File: src/rtl/upg_boot_ctrl_pkg.sv
// Shared definitions for the boot/programming controller: state codes, zero word, default width.
package upg_boot_ctrl_pkg;
  localparam int          DEF_ADDR_W = 14;
  localparam logic [31:0] ZERO_WORD  = 32'h0000_0000;

  typedef enum logic [1:0] {
    BOOT = 2'd0,
    LOAD = 2'd1,
    HOLD = 2'd2,
    RUN  = 2'd3
  } boot_state_e;
endpackage

File: src/rtl/upg_boot_ctrl_boot_hold_timer.sv
// Loadable down-counter; done is high while the count sits at zero.
module boot_hold_timer #(
  parameter int W = 3
) (
  input  logic         clk,
  input  logic         reset,
  input  logic         load,
  input  logic [W-1:0] load_val,
  output logic         done
);
  logic [W-1:0] cnt;

  always_ff @(posedge clk or posedge reset) begin
    if (reset)            cnt <= '0;
    else if (load)        cnt <= load_val;
    else if (cnt != '0)   cnt <= cnt - 1'b1;
  end

  assign done = (cnt == '0);
endmodule

File: src/rtl/upg_boot_ctrl.sv
// Boot controller sharing imem/dmem between the UART programmer and the CPU.
// Optional macro UPG_CHECKSUM_EN adds load_csum, a running sum of loaded words.
module upg_boot_ctrl
  import upg_boot_ctrl_pkg::*;
#(
  parameter int ADDR_W      = DEF_ADDR_W,
  parameter int HOLD_CYCLES = 4
) (
  input  logic              clk,
  input  logic              reset,
  input  logic              upg_rst_i,
  input  logic              upg_wen_i,
  input  logic [ADDR_W:0]   upg_adr_i,
  input  logic [31:0]       upg_dat_i,
  input  logic              upg_done_i,
  input  logic [ADDR_W-1:0] cpu_pc_addr,
  input  logic [ADDR_W-1:0] cpu_dm_addr,
  input  logic              cpu_dm_we,
  input  logic [31:0]       cpu_dm_wdata,
  output logic              imem_we,
  output logic [ADDR_W-1:0] imem_addr,
  output logic [31:0]       imem_wdata,
  output logic              dmem_we,
  output logic [ADDR_W-1:0] dmem_addr,
  output logic [31:0]       dmem_wdata,
  output logic              cpu_rst,
  output logic              inited,
  output logic              load_abort,
  output logic [ADDR_W:0]   imem_words,
  output logic [ADDR_W:0]   dmem_words,
`ifdef UPG_CHECKSUM_EN
  output logic [31:0]       load_csum,
`endif
  output logic [1:0]        state_o
);
  localparam int            HCW       = $clog2(HOLD_CYCLES + 1);
  localparam logic [ADDR_W:0] WORDS_MAX = {1'b1, {ADDR_W{1'b0}}};

  boot_state_e       state;
  logic              hold_done;
  logic              pipe_vld, pipe_dm;
  logic [ADDR_W-1:0] pipe_addr;
  logic [31:0]       pipe_data;

  wire prg_req    = !upg_rst_i && !upg_done_i;
  wire accept     = (state == LOAD) && upg_wen_i;
  wire load_enter = ((state == BOOT) || (state == RUN)) && prg_req;

  // Timer reloads whenever we are outside HOLD, so it holds HOLD_CYCLES-1 on entry.
  boot_hold_timer #(.W(HCW)) u_hold (
    .clk      (clk),
    .reset    (reset),
    .load     (state != HOLD),
    .load_val (HCW'(HOLD_CYCLES - 1)),
    .done     (hold_done)
  );

  always_ff @(posedge clk or posedge reset) begin
    if (reset) begin
      state      <= BOOT;
      cpu_rst    <= 1'b1;
      inited     <= 1'b0;
      load_abort <= 1'b0;
    end else begin
      case (state)
        BOOT: state <= prg_req ? LOAD : HOLD;
        LOAD: begin
          if (upg_done_i) begin
            state      <= HOLD;
            load_abort <= 1'b0;
          end else if (upg_rst_i) begin
            state      <= HOLD;
            load_abort <= 1'b1;
          end
        end
        HOLD: if (hold_done) begin
          state   <= RUN;
          cpu_rst <= 1'b0;
          inited  <= 1'b1;
        end
        RUN: if (prg_req) begin
          state   <= LOAD;
          cpu_rst <= 1'b1;
          inited  <= 1'b0;
        end
        default: state <= BOOT;
      endcase
    end
  end

  // Write pipe: a word accepted on the LOAD exit edge still drains in the first HOLD cycle.
  always_ff @(posedge clk or posedge reset) begin
    if (reset) begin
      pipe_vld  <= 1'b0;
      pipe_dm   <= 1'b0;
      pipe_addr <= '0;
      pipe_data <= ZERO_WORD;
    end else begin
      pipe_vld <= accept;
      if (accept) begin
        pipe_dm   <= upg_adr_i[ADDR_W];
        pipe_addr <= upg_adr_i[ADDR_W-1:0];
        pipe_data <= upg_dat_i;
      end
    end
  end

  always_ff @(posedge clk or posedge reset) begin
    if (reset) begin
      imem_words <= '0;
      dmem_words <= '0;
    end else if (load_enter) begin
      imem_words <= '0;
      dmem_words <= '0;
    end else if (accept) begin
      if (upg_adr_i[ADDR_W]) begin
        if (dmem_words != WORDS_MAX) dmem_words <= dmem_words + 1'b1;
      end else begin
        if (imem_words != WORDS_MAX) imem_words <= imem_words + 1'b1;
      end
    end
  end

`ifdef UPG_CHECKSUM_EN
  always_ff @(posedge clk or posedge reset) begin
    if (reset)           load_csum <= ZERO_WORD;
    else if (load_enter) load_csum <= ZERO_WORD;
    else if (accept)     load_csum <= load_csum + upg_dat_i;
  end
`else
`endif

  always_comb begin
    imem_we    = 1'b0;
    imem_addr  = '0;
    imem_wdata = ZERO_WORD;
    dmem_we    = 1'b0;
    dmem_addr  = '0;
    dmem_wdata = ZERO_WORD;
    if (pipe_vld) begin
      if (pipe_dm) begin
        dmem_we    = 1'b1;
        dmem_addr  = pipe_addr;
        dmem_wdata = pipe_data;
      end else begin
        imem_we    = 1'b1;
        imem_addr  = pipe_addr;
        imem_wdata = pipe_data;
      end
    end else if (state == RUN) begin
      imem_addr  = cpu_pc_addr;
      dmem_we    = cpu_dm_we;
      dmem_addr  = cpu_dm_addr;
      dmem_wdata = cpu_dm_wdata;
    end
  end

  assign state_o = state;
endmodule

File: config.mk
export PLATFORM = sky130hd
export DESIGN_NAME = upg_boot_ctrl
export DESIGN_NICKNAME = d
export VERILOG_FILES = /design/src/rtl/upg_boot_ctrl_pkg.sv /design/src/rtl/upg_boot_ctrl_boot_hold_timer.sv /design/src/rtl/upg_boot_ctrl.sv
export SDC_FILE = /design/constraint.sdc
export NUM_CORES = 1
export LEC_CHECK = 0
export CORE_MARGIN = 3
export CORE_UTILIZATION = 35
export CTS_CLUSTER_DIAMETER = 30
export DETAILED_ROUTE_END_ITERATION = 10
export GPL_ROUTABILITY_DRIVEN = 0
export GPL_TIMING_DRIVEN = 0
export PLACE_DENSITY = 0.76
export SETUP_SLACK_MARGIN = 0.4
export SYNTH_ARGS = -nofsm -noshare
export SYNTH_HDL_FRONTEND = slang
export SYNTH_SLANG_ARGS = --single-unit
File: constraint.sdc
create_clock -name clk -period 3.49 [get_ports clk]
set_input_delay 0.698 -clock clk [delete_from_list [all_inputs] [get_ports clk]]
set_output_delay 0.698 -clock clk [all_outputs]
set_load 0.01 [all_outputs]
## After elaboration in Yosys (flattened, before gate mapping)

Cells that the tools add are included.

- $lt $le $gt $ge: 0
- Shift-type cells: 0
- Bitwise gates (word level): 0
- Div/mod/pow operators: 0
- $mul: 0
- Equality and inequality tests: 10
- Multiplexer cells: 40
- Reductions and logical operators: 21
- Add/sub/neg operators: 3

Operators with widths:

| kind | number |
|---|---|
| $mux W32 | 5 |
| $mux W15 | 8 |
| $mux W14 | 6 |
| $add A15 B1 Y15 const B | 2 |
| $ne A15 B15 Y1 const B | 2 |
| $reduce_bool A2 Y1 | 7 |
| $reduce_and A3 Y1 | 4 |
| $mux W1 | 11 |
| $mux W2 | 5 |
| $pmux W2 S4 | 1 |
| $mux W3 | 2 |
| $ne A2 B2 Y1 const B | 3 |
| $eq A2 B2 Y1 const B | 2 |
| $pmux W1 S2 | 2 |
| $logic_and A1 B1 Y1 | 3 |
| $logic_not A3 Y1 | 1 |
| $ne A3 B3 Y1 const B | 1 |
| $reduce_bool A3 Y1 | 1 |
| $sub A3 B1 Y3 const B | 1 |
| $eq A2 B1 Y1 const B | 1 |
| $logic_not A1 Y1 | 2 |
| $logic_not A2 Y1 | 1 |
| $ne A2 B1 Y1 const B | 1 |
| $reduce_and A2 Y1 | 1 |
| $logic_or A1 B1 Y1 | 1 |

- Bits in latches: 0
- Register bits: 86
- Output and inout port bits: 129
- Logic and storage cells: 85
- Memories: 0
- Input bits: 113
- ROM bits: 0
- Memory bits (writable): 0

## Depth between registers and ports, before layout

- Depth in word-level cells: 5
- Mapped depth: 8

## Modules after synthesis

Synthesis repeated with hierarchy kept, for this count alone.

- Cell total of the unflattened synthesis: 450
- Area total of the unflattened synthesis: 4,753.3 sq um

Modules (own cells, without submodules):

| module | cells an instance | area each (sq um) | instances | sequential area each (sq um) |
|---|---|---|---|---|
| upg_boot_ctrl | 428 | 4,548.1 | 1 | 2,078.2 |
| boot_hold_timer | 22 | 205.2 | 1 | 75.1 |

## Least setup slack after synthesis

No wires, ideal clock.

- Path type: register -> output
- Start: register state[1] (netlist: state_o[1])
- End: output dmem_addr[0]
- Buffers on the path: 2
- Setup slack: 1.286 ns
- Cell stages (with the launch flop): 6
- Required time: 2.792 ns
- Arrival: 1.506 ns
- Cell sequence: dfrtp_1 > ha_1 > nor2b_1 > clkbuf_1 > clkbuf_1 > a22o_1

- Cells in the longest elaborated chain, start to end: 3

RTL lines:

| element | RTL line | text |
|---|---|---|
| start, declared | upg_boot_ctrl.sv:39 | `boot_state_e state;` |
| start signal, assigned | upg_boot_ctrl.sv:66 | `BOOT: state <= prg_req ? LOAD : HOLD;` |
| $eq A2 B2 Y1 | upg_boot_ctrl.sv:150 | `end else if (state == RUN) begin` |
| $mux W14 | upg_boot_ctrl.sv:150 |  |
| $mux W14 | upg_boot_ctrl.sv:140 | `if (pipe_vld) begin` |
| end, declared | upg_boot_ctrl.sv:24 | `output logic [ADDR_W-1:0] dmem_addr,` |

No other way between the ends.

## Worst setup path in the final report

- Start: register state[1] (netlist: state_o[1])
- End: output dmem_wdata[17]

- Cells in the longest elaborated chain, start to end: 3

RTL lines:

| element | RTL line | text |
|---|---|---|
| $eq A2 B2 Y1 | upg_boot_ctrl.sv:150 |  |
| $mux W32 | upg_boot_ctrl.sv:150 |  |
| $mux W32 | upg_boot_ctrl.sv:140 |  |
| end, declared | upg_boot_ctrl.sv:25 | `output logic [31:0] dmem_wdata,` |

No other way between the ends.

==> impl_metrics.toml <==
[pwr]
peakVddDrop_mv = 0.2770
pwr-share-clk_pct = 19.8
seqPwrFrac_pct = 31.9
power_density_nw_per_um2 = 668.7
switchingPower_mw = 1.760
p_comb_share_pct = 48.4
swShare_pct = 33.99
leakage_nw = 3.204
intPower_mw = 3.417

[timing]
fin_crit_ns = 2.967
setup_viol = 0
min_period_over_period_pct = 85.00
hold_viol = 0
fin_ws_ns = 0.5234
clock.fmax_mhz = 337.1
maxSlewHeadroom_pct = 52.77
rsz0062_at_grt = "true"
fin_worst_skew_ns = 0.008784
fin_setup_tns_ns = 0
maxSlewViolCount = 0
tightest_slew_ns = 0.7045

[floorplan]
core_area_um2 = 12880
die-area_um2 = 14870
die-width_um = 121.9
die_h_um = 121.9
num_rows = 41
initial_core_util_pct = 36.54
io-pin-count = 242

[logic_synthesis]
yosysTopAreaCell = "dfrtp_1"
synthTopCellsByArea = "dfrtp_1 45%, a22o_1 12%, mux2_2 11%, and2_1 4.7%, ha_1 2.7%"
synthFlopType = "dfrtp_1"
netlist_area_um2 = 4705
yosysSeqAreaShare_pct = 45.77
synth.distinct_cells = 43
synth_area_per_cell_um2 = 10.55
synth_top_area_share_pct = 45.21
synth_seq_cells = 86
synth_nets = 569
async_reset_ff_share_pct = 100.0
syn_inst = 446
yosysWarnings = 0
synth_edf_count = 0

[flow_run]
max_cap_viol_count = 0

[clocking]
clk-insertion-delay-late_ns = 0.34
ctsRootBufferMaster = "clkbuf_16"
numCtsBuffers = 9
htree_num_levels = 3
cts_tree = "done"
holdBufCountCts = 0
cts.path.max_buffers = 2
clk_pin_slew_ns = 0.06
cts.sinks = 86

[grt]
grt_usage_pct = 22.64
use_met1_pct = 26.47
grt_max_degree = 46
antenna_found_initial = 0
grt_first_pass_wirelength_um = 26080
grt-busiest-layer = "met2"
grt-ovfl-total = 0
grtUsageMet3_pct = 5.989
grt_pass1_vias = 4692
grtUsageMet2_pct = 39.64

[critical_path]
crit_type = "reg -> out"
start_kind = "register"
critPathMaxFanout = 10
cp.arrival_ns = 2.27
endpoint_kind = "primary output"
cp_data_required_time_ns = 2.79

[outcome]
status = "completed"

[placed_design]
hpwl_um = 13420
port_buffers = 241
place_worst_setup_slack_ns = 0.2986

[detailed_routing]
routed_via_density = 5.288
drc = 0
wl_per_cell_um = 19.77
dr.pass1.iters = 4
routed-via-count = 4638
ant_nets = 0
drtIter0Drc = 227
finalWirelength_um = 17340

[cells_and_area]
diodes = 0
areaGrowthSynthToFinish_pct = 64.57
drive_gt1_share_pct = 12.77
fin_nets = 824
fill_cells = 1068

[worst_hold_path]
min_path_type = "reg -> reg"
==> cells in the final DEF, fill, tap and decap left out, types with 3 or more instances in the layout <==
master,Yosys,layout
clkdlybuf4s50_1,0,240
dfrtp_1,85,84
a22o_1,62,62
mux2_2,46,46
and2_1,35,35
nand2_1,27,27
nor2_1,20,20
a21oi_1,17,17
clkbuf_1,28,16
inv_1,12,11
ha_1,10,9
clkbuf_16,0,9
nand3_1,8,8
o21ai_0,8,8
or3_1,7,7
xnor2_1,7,7
clkbuf_2,0,6
and4_1,5,5
nand4_1,5,5
o211ai_1,5,5
or4_1,5,5
buf_2,3,4
clkbuf_4,0,4
nor4b_1,4,4
nor4_1,4,4
o31ai_1,4,4
a31o_2,4,4
and3_1,3,3
a31oi_1,3,3
a41o_1,3,3
nor2b_1,3,3
buf_4,0,3
clkbuf_8,0,3
xor2_1,3,3
==> per-layer routing <==
layer  wire (µm)  up-vias
li1            -     2156
met1        6641     2247
met2        8733      204
met3        1466       31
met4         499        0
met5           0        -
==> critical path, cell delays in order (launching register included) <==
cell and delay, ns:
dfrtp_2 0.41, ha_2 0.24, nor2b_1 0.15, clkbuf_4 0.20, clkbuf_4 0.23, a22o_1 0.17, clkdlybuf4s50_1 0.54
==> cell families after synthesis <==
kind of cell / after synthesis / synth area share (%)
xor+xnor: 10 / 1.862
mux: 47 / 11.22
compound gates: 113 / 18.62
fa+ha+maj: 10 / 2.660
buf+inv: 45 / 3.670
flops: 86 / 45.77
simple gates: 135 / 16.20
==> sequential cells by signal, indices dropped and copies added (netlist names) <==
signal / flops
cpu_rst: 1
dmem_words: 15
imem_words: 15
inited: 1
load_abort: 1
pipe_addr: 14
pipe_data: 32
pipe_dm: 1
pipe_vld: 1
state_o: 2
u_hold.cnt: 3
==> area by class of cell <==
| type | instances | area [µm²] | area share [%] |
|---|---|---|---|
| inverters | 12 | 47.55 | 0.6141 |
| clock buffers | 12 | 246.5 | 3.184 |
| multi-input cells | 315 | 2381 | 30.75 |
| repair buffers | 244 | 2454 | 31.69 |
| clock inverters | 3 | 68.82 | 0.8888 |
| flip-flops and latches | 86 | 2155 | 27.83 |
| well taps | 172 | 215.2 | 2.780 |
| plain buffers | 33 | 175.2 | 2.262 |
==> power by group through the flow <==
stage	Sequential, mW	Combinational, mW	Clock (mW)
after floorplan	1.58	1.29	0
after global placement	1.63	2.38	0
after detailed placement	1.66	2.45	0
after CTS	1.64	2.50	1.04
after global routing	1.70	2.69	1.09
final	1.65	2.50	1.02
==> per-stage QoR <==
stage | hold slack, ns | power, mW | std cells | instance area (µm²) | utilization, %
final | 0.5251 | 5.177 | 877 | 7742 | 60.13
after global routing | 0.5541 | 5.480 | 877 | 7742 | 60.13
after CTS | 0.5276 | 5.187 | 875 | 7717 | 59.94
after detailed placement | 0.5122 | 4.110 | 860 | 7362 | 57.18
after global placement | 0.5041 | 4.011 | 859 | 7332 | 56.94
after floorplan | 0.4614 | 2.869 | 446 | 4705 | -
==> worst paths after layout <==
kind	from	end	slack [ns]	depth (start not counted)
max reg2reg	state_o[0]$_DFFE_PP0P_	imem_words[3]$_DFFE_PP0P_	0.80	6
min in group asynchronous	reset	pipe_data[10]$_DFFE_PP0P_	0.78	2
min reg2reg	pipe_data[23]$_DFFE_PP0P_	pipe_data[23]$_DFFE_PP0P_	0.53	1
max	state_o[1]$_DFFE_PP0P_	dmem_wdata[17]	0.52	6
max in group asynchronous	reset	u_hold.cnt[0]$_DFFE_PP0P_	2.10	3
min	pipe_data[23]$_DFFE_PP0P_	pipe_data[23]$_DFFE_PP0P_	0.53	1
==> cells in the mapped netlist, types with 2 or more instances <==
master,n
a41o_1,3
o31ai_1,4
a22o_1,62
buf_2,3
dfrtp_1,85
nand3_1,8
and3_1,3
nor2b_1,3
o21ai_0,8
ha_1,10
nand4_1,5
nand2b_1,2
nor4b_1,4
nor4_1,4
o21a_1,2
and4_1,5
a21oi_1,17
nor4_2,2
xor2_1,3
a31oi_1,3
mux2_2,46
nor3_1,2
buf_1,2
a31o_2,4
inv_1,12
nand2_1,27
or3_1,7
o211ai_1,5
clkbuf_1,28
nor2_1,20
or4_1,5
xnor2_1,7
and2_1,35
==> what timing repair did <==
item | CTS | global route
gates resized for setup | 20 | 13
setup endpoints to repair | 83 | 70
setup buffers | 0 | 2
(Power assumes the default switching activity.)
